--- config.mk ---
export PLATFORM = sky130hd
export DESIGN_NAME = signed_bin_to_7seg_multi
export DESIGN_NICKNAME = d
export VERILOG_FILES = /design/src/rtl/signed_bin_to_7seg_multi.sv
export SDC_FILE = /design/constraint.sdc
export NUM_CORES = 1
export LEC_CHECK = 0
export ABC_AREA = 0
export CORE_ASPECT_RATIO = 1.1
export CORE_UTILIZATION = 25
export CTS_BUF_LIST = sky130_fd_sc_hd__clkbuf_8
export CTS_CLUSTER_SIZE = 40
export DETAILED_ROUTE_END_ITERATION = 8
export PLACE_DENSITY = 0.42
export SKIP_CTS_REPAIR_TIMING = 1
export SYNTH_ARGS = -nofsm -noshare
export SYNTH_HDL_FRONTEND = slang
export SYNTH_SLANG_ARGS = --single-unit
export TNS_END_PERCENT = 10
--- constraint.sdc ---
create_clock -name clk -period 2.14 [get_ports clk]
set_input_delay 0.642 -clock clk [delete_from_list [all_inputs] [get_ports clk]]
set_output_delay 0.642 -clock clk [all_outputs]
set_load 0.03 [all_outputs]
--- src/rtl/signed_bin_to_7seg_multi.sv ---
// Signed two's-complement to multi-digit active-low seven-segment driver using a sequential shift-add-3 conversion.
// Optional macro LEADING_ZERO_BLANK_EN blanks the digits above the most significant nonzero digit.
module signed_bin_to_7seg_multi #(
  parameter int WIDTH  = 8,
  parameter int DIGITS = 3
) (
  input  logic                  clk,
  input  logic                  reset,
  input  logic [WIDTH-1:0]      din,
  input  logic                  load,
  output logic                  busy,
  output logic                  done,
  output logic [7*DIGITS-1:0]   seg_n,
  output logic [6:0]            sign_n
);

  localparam int BW = 4 * DIGITS;
  localparam int CW = $clog2(WIDTH + 1);
  localparam logic [6:0] GLYPH_ZERO  = 7'b0000001;
  localparam logic [6:0] GLYPH_MINUS = 7'b1111110;
  localparam logic [6:0] GLYPH_BLANK = 7'b1111111;
`ifdef LEADING_ZERO_BLANK_EN
  localparam bit LZ_BLANK = 1'b1;
`else
  localparam bit LZ_BLANK = 1'b0;
`endif

  typedef enum logic [1:0] {IDLE, CONVERT, UPDATE} state_t;

  function automatic logic [6:0] glyph(input logic [3:0] nib);
    case (nib)
      4'd0:    glyph = 7'b0000001;
      4'd1:    glyph = 7'b1001111;
      4'd2:    glyph = 7'b0010010;
      4'd3:    glyph = 7'b0000110;
      4'd4:    glyph = 7'b1001100;
      4'd5:    glyph = 7'b0100100;
      4'd6:    glyph = 7'b0100000;
      4'd7:    glyph = 7'b0001111;
      4'd8:    glyph = 7'b0000000;
      4'd9:    glyph = 7'b0000100;
      default: glyph = GLYPH_BLANK;
    endcase
  endfunction

  // Power-up display: a single "0", with the upper digits blank when blanking is enabled.
  function automatic logic [7*DIGITS-1:0] reset_seg();
    logic [7*DIGITS-1:0] r;
    r = '0;
    for (int i = 0; i < DIGITS; i++)
      r[7*i +: 7] = (i == 0 || !LZ_BLANK) ? GLYPH_ZERO : GLYPH_BLANK;
    return r;
  endfunction

  state_t           state_reg;
  logic [WIDTH-1:0] mag_reg;
  logic [BW-1:0]    bcd_reg;
  logic [CW-1:0]    cnt_reg;
  logic             neg_reg;
  logic [BW-1:0]    bcd_adj;
  logic [7*DIGITS-1:0] seg_dec;

  generate
    for (genvar gi = 0; gi < DIGITS; gi++) begin : g_adj
      assign bcd_adj[4*gi +: 4] = (bcd_reg[4*gi +: 4] >= 4'd5) ?
                                  bcd_reg[4*gi +: 4] + 4'd3 : bcd_reg[4*gi +: 4];
    end
  endgenerate

  // Scan from the top digit down; a digit is shown once any digit at or above it is nonzero.
  always_comb begin
    logic keep;
    keep    = 1'b0;
    seg_dec = '0;
    for (int i = DIGITS - 1; i >= 0; i--) begin
      keep = keep | (bcd_reg[4*i +: 4] != 4'd0) | (i == 0);
      seg_dec[7*i +: 7] = (LZ_BLANK && !keep) ? GLYPH_BLANK : glyph(bcd_reg[4*i +: 4]);
    end
  end

  always_ff @(posedge clk or posedge reset) begin
    if (reset) begin
      state_reg <= IDLE;
      mag_reg   <= '0;
      bcd_reg   <= '0;
      cnt_reg   <= '0;
      neg_reg   <= 1'b0;
      busy      <= 1'b0;
      done      <= 1'b0;
      seg_n     <= reset_seg();
      sign_n    <= GLYPH_BLANK;
    end else begin
      done <= 1'b0;
      case (state_reg)
        IDLE: begin
          if (load) begin
            neg_reg   <= din[WIDTH-1] & (|din);
            mag_reg   <= din[WIDTH-1] ? (~din + WIDTH'(1)) : din;
            bcd_reg   <= '0;
            cnt_reg   <= '0;
            busy      <= 1'b1;
            state_reg <= CONVERT;
          end
        end
        CONVERT: begin
          {bcd_reg, mag_reg} <= {bcd_adj[BW-2:0], mag_reg, 1'b0};
          cnt_reg <= cnt_reg + CW'(1);
          if (cnt_reg == CW'(WIDTH - 1))
            state_reg <= UPDATE;
        end
        UPDATE: begin
          seg_n     <= seg_dec;
          sign_n    <= neg_reg ? GLYPH_MINUS : GLYPH_BLANK;
          done      <= 1'b1;
          busy      <= 1'b0;
          state_reg <= IDLE;
        end
        default: state_reg <= IDLE;
      endcase
    end
  end

endmodule
==> metrics.md <==
| Metric | Value |
|---|---|
| Post-Synthesis Cell Area | `2840 µm²` |
| WS Path Type | `flop to output port` |
| Period minus WS final | `2030 ps` |
| Int Pwr | `2.77 mW` |
| Synth Flop Type | `dfrtp_1` |
| Clock sinks | `51` |
| Leading cell type in the layout, fill and taps excluded | `nand2_1` |
| Yosys warning count | `0` |
| Mapped Cells | `317` |
| #FFs+latches synth | `51` |
| Final setup TNS | `0 ps` |
| Logic pwr share | `51.0%` |
| Ys async rst share | `100%` |
| PnR Total Power | `4.95 mW` |
| CP max FO | `2` |
| CP delay by family, top | `buffers and inverters` |
| ANT cells | `0` |
| Reg2reg end | `bcd_reg[5]` |
| Switch share | `44.1%` |
| Number of flip-flops in the largest register | `21` |
| Hold EP | `sign_n[0]` |
| Leakage | `1.57 nW` |
| Total Nets Final | `381` |
| CTS Buf Count | `5` |
| Area Overhead vs Synth | `22.8%` |
| Sequential share of power | `36.7%` |
| Routed via count | `2,191` |
| Hold path startpoint | `neg_reg` |
| Clock slew at reported path FFs | `90 ps` |
| Post-route DRC | `0` |
| Sequential cell area fraction in the yosys report | `45.2%` |
| Share of layout cells above drive strength 1 | `8.47%` |
| GR Util All Layers | `11.1%` |
| Port Buffers | `34` |
| Cell row count | `40` |
| Multi-input gate area | `1360 µm²` |
| Die H | `114 µm` |
| Vias in the first global route | `2,177` |
| Die X | `104 µm` |
| Largest net degree at the start of global routing | `23` |
| CP bufs+invs | `1` |
| Clk buf depth | `2` |
| Final hold violations | `0` |
| IO Count | `41` |
| Routed WL per cell | `12.1 µm` |
| CP Data Arrival Time | `1390 ps` |
| Core Region | `11,000 µm²` |
| # setup viols final | `0` |
| CP required | `1500 ps` |
| Routability Congestion | `0.748` |
| Worst R2R Path Depth | `6` |
| Die ar. | `11,800 µm²` |
| Fmax | `0.493 GHz` |
| DP Wirelength | `4.49 mm` |
| Maximum Capacitance Violations | `0` |
| Worst skew pair latency | `310 ps` |
| H-tree depth | `2` |
| Critical Path Source | `busy` |
| CP max-delay cell | `clkdlybuf4s50_1` |
| Setup Skew | `2.16 ps` |
| Worst Setup End Kind | `output port` |
| Power Dens Cells | `1420 nW/µm²` |
| Hold-critical path depth | `1` |
| Routed WL | `6.04 mm` |
| Syn_area_per_cell | `8.95 µm²` |
| EDFF count, synth | `0` |
| Fillers | `1,178` |
| Crit-path cells | `clkdlybuf4s50_1` |
| Launching point of the worst reg2reg path | `bcd_reg[5]` |
| Sw Pwr | `2.18 mW` |
| Starting Density | `25.9%` |
| Iteration-0 DRC Markers | `73` |
| Slowest stage delay, CP | `700 ps` |
| Setup crit start kind | `flop` |
| Flip-flop and latch area | `1280 µm²` |
| Status | `complete, no violations` |
| CTS tree | `yes` |
| GRT overflow | `0` |
| Hold Crit Class | `flop to flop` |
| Root Buffer | `clkbuf_8` |
| Initial DRT Pass Iterations | `4` |
| RSZ-0062 raised after global routing | `false` |
| Final Slew Violations | `0` |
| Commonest non-fill, non-tap cells in the layout | `nand2_1, o21ai_0, dfrtp_1, clkdlybuf4s50_1, inv_1` |
| First-pass GRT wire length | `10.5 mm` |
| Drt via density | `4.37` |
| DRT antenna net count | `0` |
| Max rail drop VDD | `0.499 mV` |
| Final Cycle Share | `94.8%` |
| Initial antenna violation count | `0` |
| Hold slack | `441 ps` |
| Clk pwr share | `12.4%` |
| Reg2Reg Setup Slack | `440 ps` |
| Cell variety after synth | `35` |
[power by group through the flow]
stage | logic (mW) | clock network (mW) | registers (mW)
after floorplan | 1.56 | 0 | 2.01
after global placement | 2.54 | 0 | 1.84
after detailed placement | 2.56 | 0 | 1.84
after CTS | 2.57 | 0.639 | 1.83
after global routing | 2.87 | 0.673 | 1.90
final | 2.52 | 0.612 | 1.81
[worst reg2reg max path: cells and delay by family, from the launching register on]
kind,cells,cell delay (ps)
AND/OR/NAND/NOR,1,180
buffers and inverters,1,160
flip-flops,1,510
adder cells (fa/ha/maj),1,220
AO/OA/AOI/OAI,2,360
XOR/XNOR,1,150
[how the worst max path moves through the flow]
stage,end,slack (ps),depth (start not counted)
after floorplan,bcd_reg[0],280,1
after global placement,mag_reg[5],120,5
after detailed placement,mag_reg[5],100,5
after CTS,sign_n[0],-70,1
after global routing,busy,60,1
final,busy,110,1
[layer usage]
| metal | up-vias | GRT usage [%] | wire (µm) |
|---|---|---|---|
| met1 | 1004 | 14.1 | 3010 |
| met5 | - | 0 | 0 |
| met4 | 0 | 4.15 | 78 |
| li1 | 1140 | - | - |
| met2 | 42 | 18.7 | 2730 |
| met3 | 5 | 2.40 | 214 |
[final cells by class]
cell class                      instances  area share (%)
Multi-Input combinational cell        226            39.1
Sequential cell                        51            36.8
Timing Repair Buffer                   47            13.6
Tap cell                              147            5.28
Clock buffer                            7            2.76
Inverter                               22            2.37
Clock inverter                          1           0.108
[through the flow]
stage | util [%] | setup slack, ps | area (µm²) | std cells
2_1_floorplan | - | 275 | 2860 | 322
3_3_place_gp | 30.8 | 116 | 3370 | 493
3_5_place_dp | 30.8 | 103 | 3370 | 493
4_1_cts | 31.7 | -66.0 | 3470 | 501
5_1_grt | 31.8 | 59.5 | 3480 | 501
6_report | 31.8 | 111 | 3480 | 501
[cell usage after synthesis (7+ instances only)]
cell | n | area share, %
a21oi_1 | 14 | 2.5
buf_2 | 15 | 2.6
dfrtp_1 | 47 | 41
ha_1 | 17 | 7.5
inv_1 | 22 | 2.9
nand2_1 | 54 | 7.1
nand2b_1 | 7 | 1.5
nor2_1 | 14 | 1.9
o21ai_0 | 51 | 9.0
o31ai_1 | 7 | 1.9
xnor2_1 | 8 | 2.5
[kinds of logic after synthesis]
family	count (synthesis)	share of synthesized area, %
AO/OA/AOI/OAI	95	19.9
XOR/XNOR	11	3.40
adder cells (fa/ha/maj)	17	7.50
buffers and inverters	45	7.41
flip-flops	51	45.2
multiplexers	8	2.96
other	1	0.132
AND/OR/NAND/NOR	89	13.6
(Power assumes the default switching activity.)
